**config.mk**
```make
export PLATFORM = sky130hd
export DESIGN_NAME = decode_ctrl_pipe_flat
export DESIGN_NICKNAME = d
export VERILOG_FILES = /design/src/rtl/decode_ctrl_pipe_if.sv /design/src/rtl/decode_ctrl_pipe.sv /design/src/flat_wrapper.sv
export SDC_FILE = /design/constraint.sdc
export NUM_CORES = 1
export LEC_CHECK = 0
export BUFFER_PORTS_ARGS = -buffer_cell sky130_fd_sc_hd__buf_2
export CORE_UTILIZATION = 50
export CTS_BUF_LIST = sky130_fd_sc_hd__clkbuf_16
export CTS_CLUSTER_SIZE = 14
export DETAILED_ROUTE_END_ITERATION = 12
export HOLD_SLACK_MARGIN = 0.15
export MAX_ROUTING_LAYER = met4
export PLACE_DENSITY = 0.84
export SLEW_MARGIN = 20
export SYNTH_ARGS = -nofsm -noshare
export SYNTH_HDL_FRONTEND = slang
export SYNTH_SLANG_ARGS = --single-unit
```
**constraint.sdc**
```tcl
create_clock -name clk -period 2.1 [get_ports clk]
set_input_delay 0.105 -clock clk [delete_from_list [all_inputs] [get_ports clk]]
set_output_delay 0.105 -clock clk [all_outputs]
set_load 0.03 [all_outputs]
```
**src/rtl/decode_ctrl_pipe_if.sv**
```systemverilog
// Fetch-side and execute-side handshake bundle of the registered A64 control decoder.
// The decoder takes the slave modport; the fetch/execute environment takes the master.
interface decode_ctrl_pipe_if #(
    parameter int ALUOP_W = 2
);
    logic               flush;
    logic               in_valid;
    logic               in_ready;
    logic [31:0]        instr;
    logic               out_valid;
    logic               out_ready;
    logic               uncond_branch;
    logic               flag_branch;
    logic               zero_branch;
    logic               mem_read;
    logic               mem_to_reg;
    logic               mem_write;
    logic               flag_write;
    logic               alu_src;
    logic [ALUOP_W-1:0] alu_op;
    logic               reg_write;
    logic               mov_wide;
    logic               mov_keep;
    logic [1:0]         hw_shift;
    logic               w32;
    logic               uop_idx;
    logic               illegal;

    modport master (
        output flush, in_valid, instr, out_ready,
        input  in_ready, out_valid,
        input  uncond_branch, flag_branch, zero_branch, mem_read, mem_to_reg,
        input  mem_write, flag_write, alu_src, alu_op, reg_write, mov_wide,
        input  mov_keep, hw_shift, w32, uop_idx, illegal
    );

    modport slave (
        input  flush, in_valid, instr, out_ready,
        output in_ready, out_valid,
        output uncond_branch, flag_branch, zero_branch, mem_read, mem_to_reg,
        output mem_write, flag_write, alu_src, alu_op, reg_write, mov_wide,
        output mov_keep, hw_shift, w32, uop_idx, illegal
    );
endinterface

```
**src/rtl/decode_ctrl_pipe.sv**
```systemverilog
// Registered A64 control decoder with a one-entry ID/EX output stage.
// LDP/STP are split into two micro-ops through a side register and a RUN/PAIR2 FSM.
module decode_ctrl_pipe #(
    parameter int ALUOP_W      = 2,
    parameter bit SUPPORT_W32  = 1'b1,
    parameter bit SUPPORT_PAIR = 1'b1
) (
    input logic               clk,
    input logic               rst_n,
    decode_ctrl_pipe_if.slave bus
);

    localparam logic [31:0] NOP_WORD = 32'hD503_201F;

    typedef struct packed {
        logic               uncondBranch;
        logic               flagBranch;
        logic               zeroBranch;
        logic               memRead;
        logic               memToReg;
        logic               memWrite;
        logic               flagWrite;
        logic               aluSrc;
        logic [ALUOP_W-1:0] aluOp;
        logic               regWrite;
        logic               movWide;
        logic               movKeep;
        logic [1:0]         hwShift;
        logic               w32;
        logic               uopIdx;
        logic               illegal;
    } ctrl_t;

    typedef enum logic {
        RUN   = 1'b0,
        PAIR2 = 1'b1
    } state_e;

    state_e state_q, state_d;
    ctrl_t  bundle_q, bundle_d;
    ctrl_t  side_q, side_d;
    logic   outValid_q, outValid_d;

    ctrl_t  dec;
    logic   decPair;
    logic   sfOp;
    logic   bad;
    logic   sf;
    logic   accept;
    logic   handshake;

    function automatic ctrl_t memBundle(input logic load);
        ctrl_t c;
        c          = '0;
        c.aluSrc   = 1'b1;
        c.aluOp    = ALUOP_W'(0);
        c.memRead  = load;
        c.memToReg = load;
        c.regWrite = load;
        c.memWrite = !load;
        return c;
    endfunction

    assign sf        = bus.instr[31];
    assign accept    = bus.in_valid && bus.in_ready;
    assign handshake = outValid_q && bus.out_ready;

    // Priority decode; bit 29 splits MOVZ/MOVK and SUBS from ADD/SUB, bit 22 splits load from store.
    always_comb begin
        dec     = '0;
        decPair = 1'b0;
        sfOp    = 1'b0;
        bad     = 1'b0;
        if (bus.instr == NOP_WORD) begin
            dec = '0;
        end else if (bus.instr[30:23] == 8'b10100101 || bus.instr[30:23] == 8'b11100101) begin
            sfOp         = 1'b1;
            dec.regWrite = 1'b1;
            dec.movWide  = 1'b1;
            dec.aluSrc   = 1'b1;
            dec.movKeep  = bus.instr[29];
            dec.hwShift  = bus.instr[22:21];
            bad          = !sf && bus.instr[22];
        end else if (bus.instr[30:24] == 7'b0001011 || bus.instr[30:24] == 7'b1001011 ||
                     bus.instr[30:24] == 7'b1101011) begin
            sfOp          = 1'b1;
            dec.regWrite  = 1'b1;
            dec.aluOp     = ALUOP_W'(2);
            dec.flagWrite = bus.instr[29];
        end else if (bus.instr[30:23] == 8'b00100010) begin
            sfOp         = 1'b1;
            dec.regWrite = 1'b1;
            dec.aluSrc   = 1'b1;
            dec.aluOp    = ALUOP_W'(2);
        end else if (bus.instr[31:23] == 9'b111110000 && !bus.instr[21]) begin
            dec = memBundle(bus.instr[22]);
        end else if (bus.instr[31:26] == 6'b000101) begin
            dec.uncondBranch = 1'b1;
        end else if (bus.instr[30:24] == 7'b0110100) begin
            sfOp           = 1'b1;
            dec.zeroBranch = 1'b1;
            dec.aluOp      = ALUOP_W'(1);
        end else if (bus.instr[31:24] == 8'b01010100) begin
            dec.flagBranch = 1'b1;
        end else if (bus.instr[31:23] == 9'b101010010) begin
            dec     = memBundle(bus.instr[22]);
            decPair = SUPPORT_PAIR;
            bad     = !SUPPORT_PAIR;
        end else begin
            bad = 1'b1;
        end

        if (sfOp) begin
            dec.w32 = !sf;
            if (!sf && !SUPPORT_W32) begin
                bad = 1'b1;
            end
        end

        if (bad) begin
            dec         = '0;
            dec.illegal = 1'b1;
            decPair     = 1'b0;
        end
    end

    always_ff @(posedge clk or negedge rst_n) begin
        if (!rst_n) begin
            state_q <= RUN;
        end else begin
            state_q <= state_d;
        end
    end

    always_comb begin
        state_d = state_q;
        if (bus.flush) begin
            state_d = RUN;
        end else begin
            case (state_q)
                RUN:   if (accept && decPair) state_d = PAIR2;
                PAIR2: if (handshake)         state_d = RUN;
            endcase
        end
    end

    always_comb begin
        bus.in_ready = (state_q == RUN) && (!outValid_q || bus.out_ready) && !bus.flush;
    end

    // The side register always holds the uop1 copy of the last accepted bundle; only PAIR2 uses it.
    always_comb begin
        outValid_d = outValid_q;
        bundle_d   = bundle_q;
        side_d     = side_q;
        if (bus.flush) begin
            outValid_d = 1'b0;
            bundle_d   = '0;
        end else if (accept) begin
            outValid_d    = 1'b1;
            bundle_d      = dec;
            side_d        = dec;
            side_d.uopIdx = 1'b1;
        end else if (state_q == PAIR2 && handshake) begin
            outValid_d = 1'b1;
            bundle_d   = side_q;
        end else if (handshake) begin
            outValid_d = 1'b0;
        end
    end

    always_ff @(posedge clk or negedge rst_n) begin
        if (!rst_n) begin
            outValid_q <= 1'b0;
            bundle_q   <= '0;
            side_q     <= '0;
        end else begin
            outValid_q <= outValid_d;
            bundle_q   <= bundle_d;
            side_q     <= side_d;
        end
    end

    assign bus.out_valid     = outValid_q;
    assign bus.uncond_branch = bundle_q.uncondBranch;
    assign bus.flag_branch   = bundle_q.flagBranch;
    assign bus.zero_branch   = bundle_q.zeroBranch;
    assign bus.mem_read      = bundle_q.memRead;
    assign bus.mem_to_reg    = bundle_q.memToReg;
    assign bus.mem_write     = bundle_q.memWrite;
    assign bus.flag_write    = bundle_q.flagWrite;
    assign bus.alu_src       = bundle_q.aluSrc;
    assign bus.alu_op        = bundle_q.aluOp;
    assign bus.reg_write     = bundle_q.regWrite;
    assign bus.mov_wide      = bundle_q.movWide;
    assign bus.mov_keep      = bundle_q.movKeep;
    assign bus.hw_shift      = bundle_q.hwShift;
    assign bus.w32           = bundle_q.w32;
    assign bus.uop_idx       = bundle_q.uopIdx;
    assign bus.illegal       = bundle_q.illegal;

endmodule
```
**src/flat_wrapper.sv**
```systemverilog
// flat-port wrapper written by rule: the top's interface ports become plain ports
module decode_ctrl_pipe_flat 
#(
    parameter int ALUOP_W      = 2,
    parameter bit SUPPORT_W32  = 1'b1,
    parameter bit SUPPORT_PAIR = 1'b1
)
  (clk, rst_n, bus_flush, bus_in_valid, bus_instr, bus_out_ready, bus_in_ready, bus_out_valid, bus_uncond_branch, bus_flag_branch, bus_zero_branch, bus_mem_read, bus_mem_to_reg, bus_mem_write, bus_flag_write, bus_alu_src, bus_alu_op, bus_reg_write, bus_mov_wide, bus_mov_keep, bus_hw_shift, bus_w32, bus_uop_idx, bus_illegal);
  decode_ctrl_pipe_if #(.ALUOP_W(ALUOP_W)) bus_i ();
  input logic clk;
  input logic rst_n;
  input wire logic [$bits(bus_i.flush)-1:0] bus_flush;
  input wire logic [$bits(bus_i.in_valid)-1:0] bus_in_valid;
  input wire logic [$bits(bus_i.instr)-1:0] bus_instr;
  input wire logic [$bits(bus_i.out_ready)-1:0] bus_out_ready;
  output wire logic [$bits(bus_i.in_ready)-1:0] bus_in_ready;
  output wire logic [$bits(bus_i.out_valid)-1:0] bus_out_valid;
  output wire logic [$bits(bus_i.uncond_branch)-1:0] bus_uncond_branch;
  output wire logic [$bits(bus_i.flag_branch)-1:0] bus_flag_branch;
  output wire logic [$bits(bus_i.zero_branch)-1:0] bus_zero_branch;
  output wire logic [$bits(bus_i.mem_read)-1:0] bus_mem_read;
  output wire logic [$bits(bus_i.mem_to_reg)-1:0] bus_mem_to_reg;
  output wire logic [$bits(bus_i.mem_write)-1:0] bus_mem_write;
  output wire logic [$bits(bus_i.flag_write)-1:0] bus_flag_write;
  output wire logic [$bits(bus_i.alu_src)-1:0] bus_alu_src;
  output wire logic [$bits(bus_i.alu_op)-1:0] bus_alu_op;
  output wire logic [$bits(bus_i.reg_write)-1:0] bus_reg_write;
  output wire logic [$bits(bus_i.mov_wide)-1:0] bus_mov_wide;
  output wire logic [$bits(bus_i.mov_keep)-1:0] bus_mov_keep;
  output wire logic [$bits(bus_i.hw_shift)-1:0] bus_hw_shift;
  output wire logic [$bits(bus_i.w32)-1:0] bus_w32;
  output wire logic [$bits(bus_i.uop_idx)-1:0] bus_uop_idx;
  output wire logic [$bits(bus_i.illegal)-1:0] bus_illegal;
  assign bus_i.flush = bus_flush;
  assign bus_i.in_valid = bus_in_valid;
  assign bus_i.instr = bus_instr;
  assign bus_i.out_ready = bus_out_ready;
  assign bus_in_ready = bus_i.in_ready;
  assign bus_out_valid = bus_i.out_valid;
  assign bus_uncond_branch = bus_i.uncond_branch;
  assign bus_flag_branch = bus_i.flag_branch;
  assign bus_zero_branch = bus_i.zero_branch;
  assign bus_mem_read = bus_i.mem_read;
  assign bus_mem_to_reg = bus_i.mem_to_reg;
  assign bus_mem_write = bus_i.mem_write;
  assign bus_flag_write = bus_i.flag_write;
  assign bus_alu_src = bus_i.alu_src;
  assign bus_alu_op = bus_i.alu_op;
  assign bus_reg_write = bus_i.reg_write;
  assign bus_mov_wide = bus_i.mov_wide;
  assign bus_mov_keep = bus_i.mov_keep;
  assign bus_hw_shift = bus_i.hw_shift;
  assign bus_w32 = bus_i.w32;
  assign bus_uop_idx = bus_i.uop_idx;
  assign bus_illegal = bus_i.illegal;
  decode_ctrl_pipe #(.ALUOP_W(ALUOP_W), .SUPPORT_W32(SUPPORT_W32), .SUPPORT_PAIR(SUPPORT_PAIR)) u_core (.clk(clk), .rst_n(rst_n), .bus(bus_i));
endmodule
```
-- Yosys cells after proc, flatten, opt, wreduce, memory -nomap -nowiden
Index checks and enable logic that the tools add are counted.
- reduce and logical (&&, ||, !) cells: 20
- equality and inequality tests: 12
- bitwise gates (word level): 2
- multiplexer cells: 69
- operator list (kind ; count):
    two-way mux 18 bit ; 10
    two-way mux 1 bit ; 41
    equality test 32 bit (second input constant) ; 1
    two-way mux 15 bit ; 2
    two-way mux 7 bit ; 4
    equality test 9 bit (second input constant) ; 2
    two-way mux 17 bit ; 1
    equality test 8 bit (second input constant) ; 2
    equality test 7 bit (second input constant) ; 2
    two-way mux 5 bit ; 2
    equality test 8 x 6 -> 1 bit (second input constant) ; 1
    equality test 8 x 7 -> 1 bit (second input constant) ; 1
    logical AND 1 bit ; 8
    two-way mux 8 bit ; 1
    equality test 7 x 4 -> 1 bit (second input constant) ; 1
    equality test 7 x 6 -> 1 bit (second input constant) ; 1
    equality test 6 x 3 -> 1 bit (second input constant) ; 1
    two-way mux 2 bit ; 3
    two-way mux 3 bit ; 2
    two-way mux 6 bit ; 1
    zero test 1 bit ; 5
    logical OR 1 bit ; 4
    two-way mux 4 bit ; 1
    nonzero test 4 bit ; 1
    other kinds (4) ; 5
- word-level logic and storage cells: 137
- flip-flop bits (word level): 38
- bits of input ports: 37
- output and inout port bits: 20

-- Depth between registers and ports, before layout
Gate-level depths: netlist of the first run.
- depth in word-level cells: 18
- mapped depth: 8
- depth with buffers taken out: 6

-- Least setup slack after synthesis of the first run
No wires, ideal clock.
- path type: register -> register
- from: register u_core.outValid_q (netlist: u_core.bus.out_valid)
- to: register u_core.bundle_q, in the netlist u_core.bus.alu_src
- path slack: 0.207 ns
- stages on the path, launching flop included: 6
- clock period less this slack: 1.893 ns
- setup time: 0.083 ns
- required time: 2.017 ns
- path buffers: 0
- arrival: 1.810 ns
- cell sequence: dfrtp_1 -> nor2b_1 -> nor3_1 -> o21ai_0 -> or3_1 -> o21ai_0
- longest elaborated chain between the ends: 7
- elaborated cells on any way between the ends: 10
- those cells by class: 2 x mux; 8 x reduce/logical
- RTL lines (what ; RTL line ; source):
    start: declaration ; decode_ctrl_pipe.sv:42 ; logic outValid_q, outValid_d;
    start signal: assignment ; decode_ctrl_pipe.sv:178 ; outValid_q <= outValid_d;
    zero test 1 bit ; decode_ctrl_pipe.sv:148 ; bus.in_ready = (state_q == RUN) && (!outValid_q || bus.out_ready) && !bus.flush;
    logical OR 1 bit ; decode_ctrl_pipe.sv:148 ;
    logical AND 1 bit (2 in series) ; decode_ctrl_pipe.sv:148 ;
    logical AND 1 bit ; decode_ctrl_pipe.sv:65 ; assign accept = bus.in_valid && bus.in_ready;
    two-way mux 18 bit ; decode_ctrl_pipe.sv:159 ; end else if (accept) begin
    two-way mux 18 bit ; decode_ctrl_pipe.sv:156 ; if (bus.flush) begin
    end signal: assignment ; decode_ctrl_pipe.sv:179 ; bundle_q <= bundle_d;
    end: declaration ; decode_ctrl_pipe.sv:40 ; ctrl_t bundle_q, bundle_d;
Several ways; a longest one is shown, not always the timed one.
A chain may end at the register's enable or synchronous reset.

-- Worst setup path after layout of the first run
- from: input port bus_instr[21]
- to: register u_core.bundle_q, in the netlist u_core.bus.illegal
- longest elaborated chain between the ends: 14
- elaborated cells on any way between the ends: 20
- those cells by class: 1 x eq/ne; 17 x mux; 2 x reduce/logical
- RTL lines (what ; RTL line ; source):
    start: declaration ; flat_wrapper.sv:14 ; input wire logic [$bits(bus_i.instr)-1:0] bus_instr;
    zero test 1 bit ; decode_ctrl_pipe.sv:95 ; end else if (bus.instr[31:23] == 9'b111110000 && !bus.instr[21]) begin
    logical AND 1 bit ; decode_ctrl_pipe.sv:95 ;
    two-way mux 18 bit ; decode_ctrl_pipe.sv:95 ;
    two-way mux 18 bit ; decode_ctrl_pipe.sv:90 ; end else if (bus.instr[30:23] == 8'b00100010) begin
    two-way mux 18 bit ; decode_ctrl_pipe.sv:84 ; end else if (bus.instr[30:24] == 7'b0001011 || bus.instr[30:24] == 7'b1001011 ||
    two-way mux 18 bit ; decode_ctrl_pipe.sv:76 ; end else if (bus.instr[30:23] == 8'b10100101 || bus.instr[30:23] == 8'b11100101) begin
    two-way mux 18 bit ; decode_ctrl_pipe.sv:74 ; if (bus.instr == NOP_WORD) begin
    two-way mux 7 bit ; decode_ctrl_pipe.sv:90 ;
    two-way mux 7 bit ; decode_ctrl_pipe.sv:84 ;
    two-way mux 3 bit ; decode_ctrl_pipe.sv:76 ;
    two-way mux 18 bit ; decode_ctrl_pipe.sv:74 ;
    two-way mux 18 bit (*) ; decode_ctrl_pipe.sv:120 ; if (bad) begin
    two-way mux 18 bit (*) ; decode_ctrl_pipe.sv:159 ;
    two-way mux 18 bit (*) ; decode_ctrl_pipe.sv:156 ;
Every way passes the cells marked *; elsewhere a longest branch is shown, timed or not. The select of a mux whose other input is x is not followed.

==> results.txt, run 1 <==
DP Area = 2080 µm²
Critical Path, Cell by Cell = dlygate4sd3_1, buf_2, nand4b_1, nor4_1, nand4b_1, o21ai_0, o21ai_0, o21a_1
RSZ-0062 raised after global routing = false
Overall Power = 0.00154 W
Slew @ Worst Pin = 0.733 ns
Post-synth EDFFs = 0
Total die area = 3750 µm²
Slew Limit Fails = 0
Root Buffer = clkbuf_16
DRC viols = 0
CTS Buf Count = 5
Detailed Place HPWL = 3080 µm
Sequential share of the synthesized area = 48.5%
CORE AREA = 3340 µm²
Period utilisation layout = 88.8%
Post-CTS setup buffers = 0
Drt pass-1 iters = 4
Comb power frac = 11.6%
Ant. Diodes = 0
Register area = 851 µm²
First-pass GRT wire length = 6830 µm
Pint = 0.00116 W
Die Height = 61.2 µm
Seq pwr share = 43.8%
Multi-input gate area = 850 µm²
Slowest stage cell, crit path = dlygate4sd3_1
# port buffers = 56
Row count = 21
HP Class = in2reg
Final ANT Viol Nets = 0
Worst-path maximum fanout = 4
Mapped Nets = 219
Max FFs per register = 16
Largest reg by FF count = u_core.side_q
Post-synthesis cell count = 182
Wire length per cell = 14.4 µm
Critical path type = in2reg
Setup TNS = 0 ns
Final GP Congestion = 0.868
TritonCTS clock tree = yes
Peak supply drop = 0.000390 V
Seq cells post-synth = 34
Distinct cells, synth = 43
Outcome = finished, final reports clean
Clock Path Buffers = 2
Sw Pwr = 0.000376 W
Die W = 61.2 µm
Starting DRT DRC Count = 68
Share of the synthesized area in the top cell type = 48.5%
# Max-Cap Violations = 0
Routed vias = 1638
Initial antenna violation count = 0
H-tree levels = 2
Final setup violating endpoints = 0
CP endpoint kind = register
Clock share of power = 44.5%
Routed WL = 4190 µm
Area growth, synth to finish = 27.8%
Clock-pin slew on the worst setup and hold paths = 0.05 ns
Warnings, synthesis = 0
Clk_lat worst skew = 0.28 ns
Sink Count = 34
Gr ovfl total = 0
Vias in the first global route = 1527
Worst path max stage delay = 0.53 ns
Initial Util = 52.5%
Area of the mapped netlist = 1750 µm²
Largest cells by area after synthesis = dfrtp_1 (49%), nand2_1 (5.8%), a21oi_1 (4.0%)
Post-route cell area = 2240 µm²
Filler instances = 304
Power per Cell Area = 686 nW/µm²
Critical path launch point type = input port
Final Hold Viols = 0
Net Sw Frac = 24.5%
Ports = 57
Final Util = 67.2%
Worst Path Required = 2.26 ns
Global Route Usage Sum = 26.6%
Synth Area per Inst = 9.63 µm²
Synth Flop Type = dfrtp_1
Async S/R FF share, synth = 100%
Clock period minus worst slack = 1.87 ns
Rel. slew slack = 51.2%
Via-to-Cell Ratio = 5.65
Layout cell share with drive strength beyond 1 = 31.1%
F_max = 536 MHz
Final-stage net count = 280
Largest area contributor in the netlist = dfrtp_1
Static leakage = 1.13 nW
Crit path arrival time = 2.03 ns
Fin Clk Skew = 0.00452 ns
Largest net degree at the start of global routing = 35
==> path summary, 6_finish.rpt <==
kind                                   from                        to  slack (ns)  cells past startpoint
max in group asynchronous             rst_n     u_core.bus.flag_write        1.20                      2
max                           bus_instr[21]        u_core.bus.illegal        0.23                      8
max reg2reg                  u_core.state_q       u_core.bus.mov_keep        0.30                      6
min reg2reg                u_core.side_q[1]          u_core.side_q[1]        0.48                      1
min in group asynchronous             rst_n  u_core.bus.uncond_branch        0.43                      2
min                           bus_instr[22]    u_core.bus.hw_shift[1]        0.18                      2
==> worst max-delay path: cells and delay by family <==
| kind | cells | cell delay, ns |
|---|---|---|
| buffers and inverters | 2 | 0.67 |
| and+or+nand+nor | 3 | 0.53 |
| AOI/OAI and AO/OA | 3 | 0.72 |
==> cell usage after synthesis, types with 3 or more instances <==
cell type  count
nand2b_1       6
clkbuf_1       5
dfrtp_1       34
nor3_1         5
o21ai_0       12
o21a_1         4
a21oi_1       14
and2_1         3
nor4_1         3
nand3_1        4
nand3b_1       3
nand4b_1       4
mux2i_1        3
a32o_1         3
nor2_1        11
nand2_1       27
==> layout make-up <==
cell class	count	area share, %
clock inverter	3	0.558
tap	46	2.57
inverter	2	0.335
sequential	34	38.0
multi-input combinational	137	37.9
clock buffer	5	5.58
timing repair buffer	63	15.1
==> cells by family after synthesis <==
group                  after synthesis  share of synthesized area (%)
multiplexers                         3                           1.71
buffers and inverters               11                           3.28
AND/OR/NAND/NOR                     86                           27.7
flip-flops                          34                           48.5
AO/OA/AOI/OAI                       48                           18.8
==> per-stage QoR <==
stage	hold slack [ns]	std cells	worst slack [ns]
2_1_floorplan	-0.191	182	0.207
3_3_place_gp	0.212	280	0.122
3_5_place_dp	0.207	280	0.0698
4_1_cts	0.165	290	0.165
5_1_grt	0.187	290	0.0472
6_report	0.175	290	0.234
==> layer usage <==
| layer | routed length (µm) | part of all wire (%) | global-route usage [%] | up-vias |
|---|---|---|---|---|
| li1 | - | - | - | 794 |
| met1 | 1900 | 45 | 33.0 | 767 |
| met2 | 1970 | 47 | 41.3 | 64 |
| met3 | 212 | 5.1 | 6.09 | 13 |
| met4 | 102 | 2.4 | 12.0 | 0 |
| met5 | 0 | 0 | - | - |
==> power by group through the flow <==
stage | Clock [W] | Combinational [W] | Sequential (W)
after CTS | 0.000698 | 0.000179 | 0.000674
after global placement | 0 | 0.000172 | 0.000685
final | 0.000685 | 0.000179 | 0.000674
after floorplan | 0 | 0.0000734 | 0.000699
after global routing | 0.000729 | 0.000197 | 0.000675
after detailed placement | 0 | 0.000176 | 0.000685
==> placed cells by master, fill, tap and decap left out, types with 4 or more instances in the layout <==
master and n:
buf_2 56, dfrtp_1 34, nand2_1 27, a21oi_1 14, o21ai_0 12, nor2_1 11
nand2b_1 6, nor3_1 5, clkbuf_16 5, buf_4 5, nand3_1 4, nand4b_1 4
o21a_1 4
==> timing repair <==
action,CTS,global route
gates resized for setup,0,1
setup endpoints to repair,0,1
hold buffers,2,0
hold endpoints to repair,36,0
Power figures use the tool's default switching activity.
==> inputs of run 2 (changes only) <==
Settings changed: SETUP_SLACK_MARGIN set to 0.4.
==> run 2 against run 1 <==
Fmax grew 9.0%; wire length rose by 16%; register-to-register slack gained 0.09 ns; sequential power about the same; clock skew down 0.0015 ns; core utilization increased by 7.9 points; first-iteration DRC count up 96%; critical path depth decreased by 2; flip-flop and latch count did not move; non-clock buffer count up 10.
==> results.txt, run 2 (synthesis gave the netlist of run 1 again) <==
Worst Path Required = 2.24 ns
Routed vias = 1792
Clock-pin slew on the worst setup and hold paths = 0.05 ns
Drt pass-1 iters = 4
Post-route cell area = 2500 µm²
Final Hold Viols = 0
H-tree levels = 2
Detailed Place HPWL = 2920 µm
Slew @ Worst Pin = 0.747 ns
Min setup slack post-route = 0.389 ns
Initial antenna violation count = 0
Max FFs per register = 16
Critical Path, Cell by Cell = nor2b_4, or3_4, buf_12, and3_1, a21oi_1, o2bb2ai_1
Ant. Diodes = 0
Worst-path maximum fanout = 6
Fin cells = 301
Gr ovfl total = 0
Outcome = finished, final reports clean
F_max = 584 MHz
Ports = 57
WHS = 0.189 ns
Most frequent cells in the layout = buf_2 (55), dfrtp_1 (32), nand2_1 (25)
DRC viols = 0
Vias in the first global route = 1502
Pre-CTS setup slack = 0.0136 ns
CORE AREA = 3340 µm²
Clock Path Buffers = 2
Sink Count = 34
Worst path max stage delay = 0.43 ns
Routed WL = 4860 µm
# port buffers = 56
Largest reg by FF count = u_core.side_q
Via-to-Cell Ratio = 5.95
RSZ-0062 raised after global routing = true
Starting DRT DRC Count = 133
Layout cell share with drive strength beyond 1 = 40.8%
DP Area = 2080 µm²
Wire length per cell = 16.1 µm
TritonCTS clock tree = yes
# Max-Cap Violations = 0
Rel. slew slack = 50.2%
Total die area = 3750 µm²
Final setup violating endpoints = 0
First-pass GRT wire length = 6730 µm
Fin Clk Skew = 0.00302 ns
CP endpoint kind = register
Peak supply drop = 0.000354 V
Clk_lat worst skew = 0.27 ns
Commonest non-fill, non-tap cell in the layout = buf_2
Row count = 21
Global Route Usage Sum = 25.6%
Setup TNS = 0 ns
Clock period minus worst slack = 1.71 ns
Root Buffer = clkbuf_16
Final-stage net count = 291
Crit path arrival time = 1.85 ns
CTS Buf Count = 5
Initial Util = 52.5%
Die W = 61.2 µm
HP Class = in2reg
Power per Cell Area = 629 nW/µm²
# placed instances = 279
Largest net degree at the start of global routing = 35
Slowest stage cell, crit path = dfrtp_2
Critical path launch point type = register
Critical path type = reg2reg
Period utilisation layout = 81.5%
Final ANT Viol Nets = 0
Static leakage = 1.25 nW
Die Height = 61.2 µm
Final GP Congestion = 0.864
Slew Limit Fails = 0
Area growth, synth to finish = 42.8%
-- run 2: cell count changes in the layout (fill, tap and decap cells not counted), moves of 2 or more --
cell       before  now
a22o_2          2    0
a22o_4          0    2
a31o_2          2    0
a31o_4          0    2
and2_4          1    3
buf_4           5   11
clkbuf_16       5    7
dfrtp_1        34   32
dfrtp_2         0    2
nand2_1        27   25
o21ai_0        12    5
o21ai_1         0    6
-- run 2: critical path, delay by kind of cell (launching register included) --
kind                   cells  cell delay, ns
AO/OA/AOI/OAI              2            0.24
AND/OR/NAND/NOR            3            0.75
flip-flops                 1            0.43
buffers and inverters      1            0.15
-- run 2: worst paths after layout --
path	start	end	slack (ns)	depth (start not counted)
min	bus_instr[23]	u_core.state_q	0.19	4
max in group asynchronous	rst_n	u_core.bus.out_valid	1.14	2
max	u_core.bus.out_valid	u_core.bus.mov_wide	0.39	6
min reg2reg	u_core.side_q[2]	u_core.side_q[2]	0.47	2
min in group asynchronous	rst_n	u_core.side_q[16]	0.43	2
max reg2reg	u_core.bus.out_valid	u_core.bus.mov_wide	0.39	6
-- run 2: metal layers --
layer	GRT usage, %	vias up	routed length [µm]
met1	33.0	860	1930
met3	6.72	14	383
met5	-	-	0
met2	39.3	102	2410
li1	-	816	-
met4	8.77	0	136
-- run 2: power breakdown --
part	internal, W	leakage, nW	switching (W)
combinational	0.0000910	0.714	0.000130
clock	0.000428	0.0724	0.000249
sequential	0.000668	0.460	0.00000731
total	0.00119	1.25	0.000387
-- run 2: area by class of cell --
type | count | area, µm²
clock buffers | 5 | 125
clock inverters | 3 | 12.5
fillers | 234 | 833
inverters | 2 | 7.51
multi-input cells | 138 | 978
flip-flops and latches | 34 | 853
well taps | 46 | 57.6
repair buffers | 73 | 469
-- run 2: stage by stage --
step	total power [W]	utilization (%)
floorplan	0.000774	-
global placement	0.000857	62.2
detailed placement	0.000859	62.2
CTS	0.00155	68.9
global route	0.00163	75.0
finish	0.00157	75.0
-- run 2: repair_timing --
| action | 4_1_cts | 5_1_grt |
|---|---|---|
| gates resized for setup | 12 | 26 |
| setup endpoints to repair | 23 | 22 |
| hold buffers | 3 | 0 |
| hold endpoints to repair | 37 | 0 |
| pin swaps | 1 | 19 |
| setup buffers | 1 | 7 |
| gates cloned | 0 | 3 |
